### src/rtl/peripheral_mpram_arbiter_wb.sv
// Round-robin Wishbone classic arbiter that shares one byte-lane RAM between
// PORTS masters, sequencing one word access at a time (IDLE -> XFER -> ACK, or ERR).
module peripheral_mpram_arbiter_wb #(
  parameter int PORTS = 2,
  parameter int DEPTH = 256,
  parameter int AW    = $clog2(DEPTH),
  parameter int DW    = 32
) (
  input  logic                clk,
  input  logic                rst_n,
  input  logic [PORTS*32-1:0] wb_adr_i,
  input  logic [PORTS*DW-1:0] wb_dat_i,
  input  logic [PORTS*4-1:0]  wb_sel_i,
  input  logic [PORTS-1:0]    wb_we_i,
  input  logic [PORTS-1:0]    wb_cyc_i,
  input  logic [PORTS-1:0]    wb_stb_i,
  output logic [PORTS*DW-1:0] wb_dat_o,
  output logic [PORTS-1:0]    wb_ack_o,
  output logic [PORTS-1:0]    wb_err_o,
  output logic [3:0]          ram_we,
  output logic [DW-1:0]       ram_din,
  output logic [AW-1:0]       ram_waddr,
  output logic [AW-1:0]       ram_raddr,
  input  logic [DW-1:0]       ram_dout
);

  localparam int            GW        = (PORTS > 1) ? $clog2(PORTS) : 1;
  localparam logic [GW-1:0] LAST_PORT = GW'(PORTS - 1);

  typedef enum logic [1:0] {
    IDLE = 2'd0,
    XFER = 2'd1,
    ACK  = 2'd2,
    ERR  = 2'd3
  } state_e;

  state_e        state_q, state_d;
  logic [GW-1:0] last_grant_q, last_grant_d;
  logic [GW-1:0] grant_q, grant_d;
  logic [AW-1:0] addr_q, addr_d;
  logic          we_q, we_d;
  logic [3:0]    sel_q, sel_d;
  logic [DW-1:0] data_q, data_d;

  logic [PORTS-1:0] req_s;
  logic             grant_req_s;
  logic             found_s;
  logic [GW-1:0]    pick_s;
  logic [31:0]      pick_adr_s;
  int               cand_s;

  // Any byte-address bit above the RAM's word range marks the access as out of range.
  function automatic logic out_of_range(input logic [31:0] adr);
    logic oor;
    oor = 1'b0;
    for (int i = 0; i < 32; i++) begin
      if (i >= AW + 2) begin
        oor = oor | adr[i];
      end else begin
        oor = oor;
      end
    end
    return oor;
  endfunction

  assign req_s       = wb_cyc_i & wb_stb_i;
  assign grant_req_s = req_s[grant_q];
  assign pick_adr_s  = wb_adr_i[int'(pick_s)*32 +: 32];

  // Round-robin search upward from last_grant+1, so the port just served ranks last.
  always_comb begin
    found_s = 1'b0;
    pick_s  = last_grant_q;
    cand_s  = 0;
    for (int k = 1; k <= PORTS; k++) begin
      cand_s = int'(last_grant_q) + k;
      if (cand_s >= PORTS) begin
        cand_s = cand_s - PORTS;
      end else begin
        cand_s = cand_s;
      end
      if (!found_s && req_s[GW'(cand_s)]) begin
        found_s = 1'b1;
        pick_s  = GW'(cand_s);
      end else begin
        found_s = found_s;
        pick_s  = pick_s;
      end
    end
  end

  // Next-state and output decode; strobes look at the live request so a dropped
  // cycle suppresses the write or the ack in the very cycle it disappears.
  always_comb begin
    state_d      = state_q;
    last_grant_d = last_grant_q;
    grant_d      = grant_q;
    addr_d       = addr_q;
    we_d         = we_q;
    sel_d        = sel_q;
    data_d       = data_q;
    ram_we       = 4'b0000;
    wb_ack_o     = '0;
    wb_err_o     = '0;
    case (state_q)
      IDLE: begin
        if (found_s) begin
          grant_d      = pick_s;
          last_grant_d = pick_s;
          addr_d       = pick_adr_s[AW+1:2];
          we_d         = wb_we_i[pick_s];
          sel_d        = wb_sel_i[int'(pick_s)*4 +: 4];
          data_d       = wb_dat_i[int'(pick_s)*DW +: DW];
          state_d      = out_of_range(pick_adr_s) ? ERR : XFER;
        end else begin
          state_d = IDLE;
        end
      end
      XFER: begin
        if (grant_req_s) begin
          ram_we  = we_q ? sel_q : 4'b0000;
          state_d = ACK;
        end else begin
          state_d = IDLE;
        end
      end
      ACK: begin
        if (grant_req_s) begin
          wb_ack_o[grant_q] = 1'b1;
        end else begin
          wb_ack_o = '0;
        end
        state_d = IDLE;
      end
      ERR: begin
        if (grant_req_s) begin
          wb_err_o[grant_q] = 1'b1;
        end else begin
          wb_err_o = '0;
        end
        state_d = IDLE;
      end
      default: begin
        state_d = IDLE;
      end
    endcase
  end

  // State, arbitration history and transaction latches.
  always_ff @(posedge clk or negedge rst_n) begin
    if (!rst_n) begin
      state_q      <= IDLE;
      last_grant_q <= LAST_PORT;
      grant_q      <= '0;
      addr_q       <= '0;
      we_q         <= 1'b0;
      sel_q        <= 4'b0000;
      data_q       <= '0;
    end else begin
      state_q      <= state_d;
      last_grant_q <= last_grant_d;
      grant_q      <= grant_d;
      addr_q       <= addr_d;
      we_q         <= we_d;
      sel_q        <= sel_d;
      data_q       <= data_d;
    end
  end

  // Both RAM addresses follow the latch so ram_dout stays stable into ACK.
  assign ram_waddr = addr_q;
  assign ram_raddr = addr_q;
  assign ram_din   = data_q;
  assign wb_dat_o  = {PORTS{ram_dout}};

endmodule
### config.mk
export PLATFORM = sky130hd
export DESIGN_NAME = peripheral_mpram_arbiter_wb
export DESIGN_NICKNAME = d
export VERILOG_FILES = /design/src/rtl/peripheral_mpram_arbiter_wb.sv
export SDC_FILE = /design/constraint.sdc
export NUM_CORES = 1
export LEC_CHECK = 0
export ABC_AREA = 1
export CAP_MARGIN = 20
export CORE_AREA = 2 2 115 117
export CTS_CLUSTER_SIZE = 12
export DETAILED_ROUTE_END_ITERATION = 12
export DIE_AREA = 0 0 117 119
export MAX_ROUTING_LAYER = met4
export PLACE_DENSITY = 0.74
export SETUP_SLACK_MARGIN = 0.1
export SLEW_MARGIN = 20
export SYNTH_ARGS = -nofsm -noshare
export SYNTH_HDL_FRONTEND = slang
export SYNTH_SLANG_ARGS = --single-unit
### constraint.sdc
create_clock -name clk -period 3.2 [get_ports clk]
set_input_delay 0.96 -clock clk [delete_from_list [all_inputs] [get_ports clk]]
set_output_delay 0.96 -clock clk [all_outputs]
set_load 0.01 [all_outputs]
==> reports/qor.csv <==
stage,metric,value,unit
logic_synthesis,"EDFF count, synth",0,
logic_synthesis,most frequent cell after synthesis,nor2_1,
global_route,antenna violations before repair,0,
critical_path,CP max FO,4,
global_route,largest net degree at the start of global routing,50,
critical_path,endpoint class of the critical path,output port,
cells_and_area,Layout area overhead,59.9,%
detailed_routing,first drt pass iteration count,4,
global_route,number of global-route vias before repair,2847,
die,Die ar.,13900,um^2
logic_synthesis,Main synth FF type,dfrtp_1,
timing,clock skew,5.87,ps
timing,setup TNS,0,ps
timing,f_max,0.331,GHz
power,Switching Power,845,uW
global_route,Total GRT Usage,13.1,%
logic_synthesis,register area share after synthesis,41.4,%
logic_synthesis,Synth Cell Area,2970,um^2
power,Design Power,2550,uW
power,Power Dens Cells,539,nW/um^2
logic_synthesis,post-synth top area cell,dfrtp_1,
power,Switching Share,33.1,%
clocking,total CTS buffers,5,
power,VDD IR max,0.221,mV
timing,Max-slew headroom,47.2,%
logic_synthesis,Post-synth top cells,"nor2_1 (80), buf_4 (73), nand2_1 (58)",
clocking,root buffer cell,clkbuf_16,
power,sequential share of power,35.9,%
logic_synthesis,Synth top area share,40.5,%
die,Core ar.,12900,um^2
cells_and_area,ant diodes,0,
placement,HPWL after DPL,6.79,mm
timing,Slew @ Worst Pin,791,ps
power,Power Internal,1710,uW
clocking,Longest Clk Path Bufs,2,
flow_run,number of max-cap violations,0,
placement,GP Congestion,0.725,
placement,PortBufs,195,
critical_path,worst path required time,2240,ps
power,Logic pwr share,42.8,%
detailed_routing,Routed Antenna Nets,0,
timing,unrepaired setup endpoints after global routing,no,
power,Leak,0.00195,uW
timing,hold slack,484,ps
die,Die Height,119,um
logic_synthesis,main area contributors after synthesis,"dfrtp_1 (40%), buf_4 (18%), nor2_1 (10%)",
cells_and_area,final net count,692,
critical_path,Setup CP Type,in -> out,
detailed_routing,DR WL/cell,13.2,um
timing,"Hold Vio Cnt, Final",0,
clocking,Clock Sinks,49,
die,Cell Rows,42,
clocking,CTS tree,yes,
timing,post-route minimum period,3020,ps
critical_path,Setup crit start kind,input pin,
cells_and_area,final core utilization,36.8,%
clocking,H-tree depth,2,
detailed_routing,total wire length,9.12,mm
die,boundary pin count,296,
clocking,postcts setup bufs,0,
global_route,total congestion overflow,0,
outcome,run status,"complete, no violations",
timing,Max Slew Vio Count,0,
timing,final period utilization,94.5,%
detailed_routing,vias per cell,4.13,
die,Initial Util,23.0,%
detailed_routing,DRC,0,
cells_and_area,Final Instance Count excl. Fillers,693,
timing,final setup fails,0,
logic_synthesis,Synth Instances,394,
logic_synthesis,#FFs+latches synth,49,
critical_path,Critical Path AT,2060,ps
clocking,cts hold-fix bufs,0,
cells_and_area,layout cell share with drive strength beyond 1,6.19,%
clocking,CTS clock-pin slew for the worst setup and hold paths,70,ps
worst_hold_path,HP Class,reg -> reg,
logic_synthesis,ys async rst share,100,%
global_route,first-pass GRT wire length,14.0,mm
logic_synthesis,post-synthesis cell type count,18,
clocking,Skew-Pair Late Insertion Delay,290,ps
die,die width,117,um
detailed_routing,Vias,2864,
logic_synthesis,syn avg cell area,7.53,um^2
detailed_routing,DRT iter0 DRCs,88,
placement,placed insts,685,
power,clock power share,21.4,%
logic_synthesis,Syn. warnings,0,
logic_synthesis,"Net Count, Synth",570,
layer usage:
metal | track usage (%) | vias up | wire, um | part of all wire [%]
li1 | - | 1441 | - | -
met1 | 15.7 | 1253 | 3960 | 43
met2 | 21.1 | 160 | 4230 | 46
met3 | 4.78 | 10 | 867 | 9.5
met4 | 2.87 | 0 | 65 | 0.71
met5 | - | - | 0 | 0
timing repair:
action                     CTS  global route
pin swaps                    3             2
resized for setup           24             3
setup endpoints to repair    8             5
state kept, by name, indices dropped and copies added (netlist names):
signal        count
we_q              1
last_grant_q      1
state_q           2
ram_raddr         8
sel_q             4
ram_din          32
grant_q           1
final cells by class:
type | count | area [um^2]
Timing Repair Buffer | 204 | 2010
Sequential cell | 49 | 1230
Clock inverter | 3 | 25.0
Tap cell | 176 | 220
Multi-Input combinational cell | 245 | 1090
Fill cell | 1349 | 8130
Clock buffer | 5 | 125
Inverter | 11 | 41.3
placed cells by master (no fill, tap or decap):
| master | n |
|---|---|
| a31oi_1 | 1 |
| inv_1 | 10 |
| nor2_2 | 1 |
| inv_6 | 1 |
| clkdlybuf4s50_1 | 184 |
| nor3_1 | 3 |
| inv_2 | 1 |
| clkinv_4 | 1 |
| clkinvlp_4 | 1 |
| nor2_4 | 1 |
| nand2_2 | 4 |
| nor2_1 | 78 |
| o21ai_0 | 47 |
| nand2_1 | 57 |
| o21ai_1 | 39 |
| buf_4 | 7 |
| buf_2 | 5 |
| clkbuf_16 | 5 |
| nand3_1 | 8 |
| dlygate4sd2_1 | 6 |
| nor3_4 | 1 |
| dfrtp_1 | 48 |
| o22ai_1 | 4 |
| buf_12 | 2 |
| dfstp_2 | 1 |
| nor3_2 | 1 |
worst max-delay path, stage by stage:
cell	delay (ps)
clkdlybuf4s50_1	500
a31oi_1	110
nor2_2	130
nand2_2	100
nor2_1	120
buf_2	140
cells by family (layout without fill, tap and decap cells):
kind of cell | count (synthesis) | count (layout) | synth area share (%)
AO/OA/AOI/OAI | 91 | 91 | 15.6
AND/OR/NAND/NOR | 154 | 154 | 20.7
buffers and inverters | 100 | 223 | 22.4
flip-flops | 49 | 49 | 41.4
power by group through the flow:
stage	combinational, uW	sequential (uW)	clock, uW
floorplan	473	987	0
global placement	1100	922	0
detailed placement	1110	927	0
CTS	1110	918	574
global route	1210	939	590
finish	1090	916	546
stage by stage:
| stage | setup slack, ps | cell area (um^2) |
|---|---|---|
| after floorplan | 665 | 2970 |
| after global placement | -486 | 4600 |
| after detailed placement | -518 | 4600 |
| after CTS | 23.1 | 4740 |
| after global routing | 100 | 4740 |
| final | 175 | 4740 |
worst paths after layout:
kind / from / to / slack (ps) / depth (start not counted)
max: wb_stb_i[1] / ram_we[1] / 180 / 6
min: last_grant_q / last_grant_q / 480 / 2
max reg2reg: last_grant_q / ram_raddr[5] / 1650 / 6
min reg2reg: last_grant_q / last_grant_q / 480 / 2
max in group asynchronous: rst_n / ram_din[16] / 1980 / 2
min in group asynchronous: rst_n / ram_din[8] / 780 / 2
Note: power is estimated with default switching activity, not from simulation.
